[src/rtl/dly_stretch_gen.sv]
// Per-channel programmable delay line followed by a retriggerable pulse stretcher.
// A configuration load clears the datapath and holds the outputs off while the delay lines refill.
module dly_stretch_gen #(
  parameter int NCHAN = 4,
  parameter int DEPTH = 16,
  parameter int DBITS = $clog2(DEPTH),
  parameter int WBITS = 4
) (
  input  logic                   Clk,
  input  logic                   Rst,
  input  logic [NCHAN-1:0]       Channels,
  input  logic [NCHAN*DBITS-1:0] Delays,
  input  logic [NCHAN*WBITS-1:0] Widths,
  input  logic [NCHAN-1:0]       ChanEn,
  input  logic                   CfgLoad,
  output logic                   CfgBusy,
  output logic                   CfgDrop,
  output logic [NCHAN-1:0]       DlayChann,
  output logic [NCHAN-1:0]       PileUp
);

  localparam int FCW = $clog2(DEPTH + 2);

  typedef enum logic {ST_RUN = 1'b0, ST_FLUSH = 1'b1} state_t;

  state_t                 r_state;
  state_t                 w_state_nxt;
  logic [FCW-1:0]         r_flush_cnt;
  logic                   w_load;
  logic                   w_drop;
  logic                   w_flush_last;
  logic                   w_run;
  logic [NCHAN*DBITS-1:0] r_dact;
  logic [NCHAN*WBITS-1:0] r_wact;
  logic [NCHAN-1:0]       r_en;
  logic [DEPTH-1:0]       r_sr_p0 [NCHAN];
  logic [NCHAN-1:0]       w_tap;
  logic [NCHAN-1:0]       w_rise;
  logic [NCHAN-1:0]       r_tap_p1;
  logic [NCHAN-1:0]       r_tap_q_p2;
  logic [WBITS-1:0]       r_cnt_p2 [NCHAN];

  function automatic logic [DBITS-1:0] clamp_dly(input logic [DBITS-1:0] d);
    if (int'(d) > DEPTH - 1) return DBITS'(DEPTH - 1);
    return d;
  endfunction

  always_comb begin
    w_state_nxt  = r_state;
    w_load       = 1'b0;
    w_drop       = 1'b0;
    w_flush_last = 1'b0;
    case (r_state)
      ST_RUN: begin
        if (CfgLoad) begin
          w_load      = 1'b1;
          w_state_nxt = ST_FLUSH;
        end
      end
      ST_FLUSH: begin
        w_drop = CfgLoad;
        if (r_flush_cnt == FCW'(DEPTH)) begin
          w_flush_last = 1'b1;
          w_state_nxt  = ST_RUN;
        end
      end
      default: w_state_nxt = ST_RUN;
    endcase
  end

  // A load edge clears the stretchers just like a flush cycle does.
  assign w_run = (r_state == ST_RUN) && !CfgLoad;

  always_ff @(posedge Clk) begin
    if (Rst) begin
      r_state     <= ST_RUN;
      r_flush_cnt <= '0;
      CfgBusy     <= 1'b0;
      CfgDrop     <= 1'b0;
      r_dact      <= '0;
      r_wact      <= '0;
      r_en        <= '0;
    end else begin
      r_state <= w_state_nxt;
      CfgDrop <= w_drop;
      if (w_load) begin
        r_dact      <= Delays;
        r_wact      <= Widths;
        r_en        <= ChanEn;
        r_flush_cnt <= '0;
        CfgBusy     <= 1'b1;
      end else if (r_state == ST_FLUSH) begin
        r_flush_cnt <= r_flush_cnt + 1'b1;
        if (w_flush_last) CfgBusy <= 1'b0;
      end
    end
  end

  // Stage p0: delay lines
  always_ff @(posedge Clk) begin
    for (int i = 0; i < NCHAN; i++) begin
      if (Rst || w_load) r_sr_p0[i] <= '0;
      else               r_sr_p0[i] <= {r_sr_p0[i][DEPTH-2:0], Channels[i]};
    end
  end

  always_comb begin
    w_tap  = '0;
    w_rise = '0;
    for (int i = 0; i < NCHAN; i++) begin
      w_tap[i]  = r_sr_p0[i][clamp_dly(r_dact[i*DBITS +: DBITS])];
      w_rise[i] = r_tap_p1[i] & ~r_tap_q_p2[i];
    end
  end

  // Stage p1/p2: registered tap, edge detect and stretch counter
  always_ff @(posedge Clk) begin
    for (int i = 0; i < NCHAN; i++) begin
      if (Rst || !w_run || !r_en[i]) begin
        r_tap_p1[i]   <= 1'b0;
        r_tap_q_p2[i] <= 1'b0;
        r_cnt_p2[i]   <= '0;
        DlayChann[i]  <= 1'b0;
        PileUp[i]     <= 1'b0;
      end else begin
        r_tap_p1[i]   <= w_tap[i];
        r_tap_q_p2[i] <= r_tap_p1[i];
        PileUp[i]     <= w_rise[i] & DlayChann[i];
        if (w_rise[i]) begin
          r_cnt_p2[i]  <= r_wact[i*WBITS +: WBITS];
          DlayChann[i] <= 1'b1;
        end else if (r_cnt_p2[i] != '0) begin
          r_cnt_p2[i]  <= r_cnt_p2[i] - 1'b1;
          DlayChann[i] <= 1'b1;
        end else begin
          DlayChann[i] <= 1'b0;
        end
      end
    end
  end

endmodule
[config.mk]
export PLATFORM = sky130hd
export DESIGN_NAME = dly_stretch_gen
export DESIGN_NICKNAME = d
export VERILOG_FILES = /design/src/rtl/dly_stretch_gen.sv
export SDC_FILE = /design/constraint.sdc
export NUM_CORES = 1
export LEC_CHECK = 0
export CAP_MARGIN = 20
export CORE_MARGIN = 8
export CORE_UTILIZATION = 45
export CTS_CLUSTER_DIAMETER = 80
export CTS_CLUSTER_SIZE = 20
export DETAILED_ROUTE_END_ITERATION = 6
export PLACE_DENSITY = 0.68
export RECOVER_POWER = 100
export SYNTH_ARGS = -nofsm -noshare
export SYNTH_HDL_FRONTEND = slang
export SYNTH_SLANG_ARGS = --single-unit
[constraint.sdc]
create_clock -name Clk -period 2.1 [get_ports Clk]
set_input_delay 0.42 -clock Clk [delete_from_list [all_inputs] [get_ports Clk]]
set_output_delay 0.42 -clock Clk [all_outputs]
set_load 0.01 [all_outputs]
== Yosys cells after proc, flatten, opt, wreduce, memory -nomap -nowiden ==
Memories as Yosys holds them, arrays and structs flattened.
Cells that the tools add are included.
Widths: inputs -> output; s select.

* RAM bits: 80
* Memories: 2
* Bits in registers: 60

* Bitwise operators: 25
* Order comparisons: 4
* Multiplexer cells: 72
* Reductions and logical operators: 22
* Equality and inequality tests: 1
* Add/sub/neg operators: 5

{| class="wikitable"
|+ Memories
! memory !! words !! width !! read ports !! clocked after memory_dff !! write ports !! line !! text
|-
| r_sr_p0 || 4 || 16 || 4 || 0 || 4 || 36 || <nowiki>logic [DEPTH-1:0] r_sr_p0 [NCHAN];</nowiki>
|-
| r_cnt_p2 || 4 || 4 || 4 || 0 || 4 || 41 || <nowiki>logic [WBITS-1:0] r_cnt_p2 [NCHAN];</nowiki>
|}

{| class="wikitable"
|+ Operator list
! operator !! number
|-
| $mux 16 || 4
|-
| $mux 1 || 55
|-
| $mux 4 || 8
|-
| $lt 4x5->1 const B || 4
|-
| $bmux 1 s4 || 4
|-
| $reduce_bool 4->1 || 4
|-
| $sub 4x1->4 const B || 4
|-
| $or 1x1->1 || 12
|-
| $and 1x1->1 || 8
|-
| $logic_not 1->1 || 6
|-
| $logic_or 1x1->1 || 6
|-
| $add 5x1->5 const B || 1
|-
| $eq 5x5->1 const B || 1
|-
| $not 1->1 || 5
|-
| $reduce_bool 2->1 || 2
|-
| $reduce_or 2->1 || 2
|-
| $pmux 1 s2 || 1
|-
| $reduce_and 2->1 || 1
|-
| $logic_and 1x1->1 || 1
|}

== Logic depth before layout (Yosys ltp) ==
* Depth after elaboration: 9
* Depth in mapped cells: 6
* Depth with buffers taken out: 6

== Worst setup path after synthesis ==
Ideal clock, no wire load.

* Kind: reg-to-reg
* Start: mem r_cnt_p2[1][0]
* End: mem r_cnt_p2[1][0] (enable)
* Clock period less this slack: 1.639 ns
* Path buffers: 0
* Library setup time: 0.285 ns
* Cell stages (with the launch flop): 6
* Slack: 0.461 ns
* Arrival: 1.355 ns
* Required time: 1.815 ns
* Cells stage by stage: edfxtp_1 inv_1 ha_1 or3b_2 nor2b_1 nand3_1

{| class="wikitable"
|+ RTL lines
! what !! line
|-
| start, declared || 41
|}

==> summary.md <==
| Metric | Value |
|---|---|
| Worst path cell trace | `dlygate4sd3_1 -> nor3_1 -> buf_12 -> nand2_1 -> nor2_1 -> o2bb2ai_1` |
| CP Max Fanout | `19` |
| Diode count | `0` |
| Final setup vio count | `0` |
| Fraction of layout cells with a size suffix above 1 | `9.67%` |
| Worst R2R Path Depth | `5` |
| Pwr/cell area | `919 nW/µm²` |
| Hold Path End | `PileUp[2]$_SDFF_PP0_` |
| Outcome | `finished, final reports clean` |
| Hold path depth | `2` |
| Critical path's top delay family | `simple AND/OR/NAND/NOR gates` |
| Post-synth EDFFs | `16` |
| Leading area contributor after synthesis | `dfxtp_1` |
| Layout area overhead | `22.3%` |
| Max-cap viol count | `0` |
| Mapped Nets | `550` |
| Final period util | `roughly nine tenths` |
| Slowest cell on crit path | `dlygate4sd3_1` |
| Final hold slack | `roughly 0.44 ns` |
| Worst Max-Slew Pin Slew | `a little under 0.8 ns` |
| Most common cell in the netlist | `dfxtp_1` |
| Initial Util | `46.0%` |
| Crit. path cell count | `6` |
| Met3 Use GR | `5.49%` |
| IO Count | `53` |
| Arrival time worst endpoint | `roughly 2.2 ns` |
| Met2 GRT Util | `22.7%` |
| Initial antenna violation count | `0` |
| Synth warn | `0` |
| DIE WIDTH | `124 µm` |
| Setup slack, reg-to-reg | `0.26 ns` |
| Final WL | `10400 µm` |
| Clock Tree Buf Depth | `2` |
| Clk sinks | `140` |
| Worst EP required | `2.35 ns` |
| R2r startpoint | `r_state$_SDFF_PP0_` |
| CP startpoint kind | `input pin` |
| Area share of the largest cell type after synthesis | `47.3%` |
| DRC Markers | `0` |
| Die area | `~15000 µm²` |
| P_leak | `2.45 nW` |
| Fin nets | `607` |
| Total CTS buffers | `17` |
| Vias per Instance | `just over 5` |
| Setup TNS | `0 ns` |
| Largest cells by area after synthesis | `dfxtp_1 (47%), edfxtp_1 (9.2%), and2_1 (8.0%)` |
| Overall Global Routing Usage | `14.2%` |
| Critical path capture point type | `register` |
| Post-CTS resize count | `0` |
| Hold buffers post-CTS | `0` |
| Initial drt markers | `298` |
| Final hold violations | `0` |
| Top FF cell, synth | `dfxtp_1` |
| Worst skew pair latency | `about 0.4 ns` |
| GRT overflow | `0` |
| Unrepaired setup endpoints after global routing | `false` |
| Post-DP HPWL | `7170 µm` |
| RR Endpoint | `r_cnt_p2[3][1]$_DFFE_PP_` |
| CTS tree | `built` |
| Fmax | `0.525 GHz` |
| Yosys reg bits | `140` |
| Buffers and inverters on the worst path | `2` |
| Clk Tree Root Cell | `clkbuf_16` |
| Pre-CTS WS | `0.0758 ns` |
| Mean post-synth cell area | `10.5 µm²` |
| Worst vdd ir | `0.505 mV` |
| FFs w/ async S/R, synth | `0%` |
| Cell variety after synth | `35` |
| Pin count of the biggest net entering global routing | `37` |
| Worst setup path class | `input pin to register` |
| Vias in the first global route | `3592` |
| Hold crit path type | `register to register` |
| Row cnt | `39` |
| Core ar. | `around 11000 µm²` |
| I/O Buffers | `52` |
| FILL cells | `1004` |
| Gpl congestion | `approximately 0.74` |
| DR vias | `3601` |
| CP max stage delay | `0.56 ns` |
| Chip height | `between 100 and 150 µm` |
| Slew margin rel. | `47.8%` |
| Pre-Repair DR Iteration Count | `4` |
| Number of setup buffers added after CTS | `0` |
| Fin crit period | `1.90 ns` |
| Wire per inst | `~15 µm` |
| CTS H-tree depth | `4` |
| Routing usage on met1 | `between 15 and 20%` |
| Gate count of the mapped netlist | `500` |
| Hold_sp | `DlayChann[2]$_SDFF_PP0_` |
| Final setup margin | `0.195 ns` |
| Sequential fraction of the synthesis area | `a little under three fifths` |
| Post-route ant nets | `0` |
| Clock Skew | `0.00541 ns` |
| Most common library cells after synthesis | `dfxtp_1 (124), nand2_1 (80), and2_1 (67), a21oi_1 (39), nor2_1 (19)` |
| Reg clk slew, reported paths | `0.06 ns` |
| Top Usage Layer GRT | `met2` |
| Post-Syn Area | `5250 µm²` |
| First-pass GRT wire length | `16900 µm` |
| Slew Viols, Final | `0` |
## where the power goes
| group | internal, mW | switching, mW | leakage (nW) |
|---|---|---|---|
| registers | 2.76 | 0.0630 | 1.20 |
| clock network | 1.73 | 1.03 | 0.267 |
| logic | 0.165 | 0.154 | 0.986 |
| total | 4.65 | 1.25 | 2.45 |
## state kept, by name, summed over array words and instances (netlist names)
register,cells
CfgBusy,1
r_en,4
r_sr_p0,64
r_state,1
r_cnt_p2,16
r_tap_q_p2,4
CfgDrop,1
r_tap_p1,4
PileUp,4
r_flush_cnt,5
r_wact,16
r_dact,16
DlayChann,4
## worst register-to-register path: stages, from the launching register on
cell and delay [ns]:
dfxtp_1 0.43, nor3_1 0.52, buf_12 0.22, nand2_1 0.10, nor2_1 0.26, o2bb2ai_1 0.16
## per-layer routing
metal,part of all wire (%),vias up
met5,0,-
met2,46,61
li1,-,1807
met3,4.9,4
met4,0.53,0
met1,48,1729
## how the worst max path moves through the flow
| stage | start | endpoint | slack (ns) |
|---|---|---|---|
| after global routing | CfgLoad | r_cnt_p2[1][2]$_DFFE_PP_ | 0.08 |
| after floorplan | r_cnt_p2[1][0]$_DFFE_PP_ | r_cnt_p2[1][0]$_DFFE_PP_ | 0.46 |
| after detailed placement | CfgLoad | r_cnt_p2[0][1]$_DFFE_PP_ | 0.08 |
| after CTS | r_cnt_p2[1][0]$_DFFE_PP_ | r_cnt_p2[1][2]$_DFFE_PP_ | 0.25 |
| after global placement | CfgLoad | r_cnt_p2[0][1]$_DFFE_PP_ | 0.16 |
| final | Rst | r_cnt_p2[3][1]$_DFFE_PP_ | 0.20 |
## metrics by stage
step           cells  util [%]  power (mW)  area, µm²
2_1_floorplan    500         -        3.05       5250
3_3_place_gp     681      52.0        3.21       5940
3_5_place_dp     681      52.0        3.22       5940
4_1_cts          712      56.7        5.96       6480
5_1_grt          712      56.2        6.11       6420
6_report         712      56.2        5.90       6420
## layout make-up
type,instances,area (µm²),share of cell area [%]
sequential,140,2960,46.1
multi-input combinational,325,2100,32.7
timing repair buffer,63,599,9.33
clock buffer,22,444,6.92
tap,143,179,2.79
clock inverter,9,97.6,1.52
inverter,10,37.5,0.585
## logic make-up after synthesis
family	Yosys count	synth area share, %
compound gates	61	7.18
xor+xnor	11	1.84
fa+ha+maj	7	1.67
buf+inv	35	3.08
flops	140	56.4
mux	28	8.44
simple gates	218	21.4
## placed cells by master, fill, tap and decap left out, types with 2 or more instances in the layout
master	instances
mux4_2	10
mux2_2	4
nor2b_1	6
and2_0	9
bufinv_16	2
clkbuf_16	17
nand3_1	6
nand3b_1	2
clkbuf_2	5
xnor2_1	8
or3b_2	3
o2bb2ai_1	12
dfxtp_1	124
a21oi_1	39
nand2_1	84
o31ai_1	4
edfxtp_1	16
clkbuf_1	6
xor2_1	3
mux4_1	2
o2111ai_1	2
and3_1	4
nand4_1	9
ha_1	7
clkdlybuf4s50_1	41
buf_4	4
mux2i_1	12
inv_1	10
nor2_1	21
nor3_1	8
o21a_1	2
nand2b_1	5
dlygate4sd3_1	11
clkinv_2	6
and2_1	58
Power figures use the tool's default switching activity.
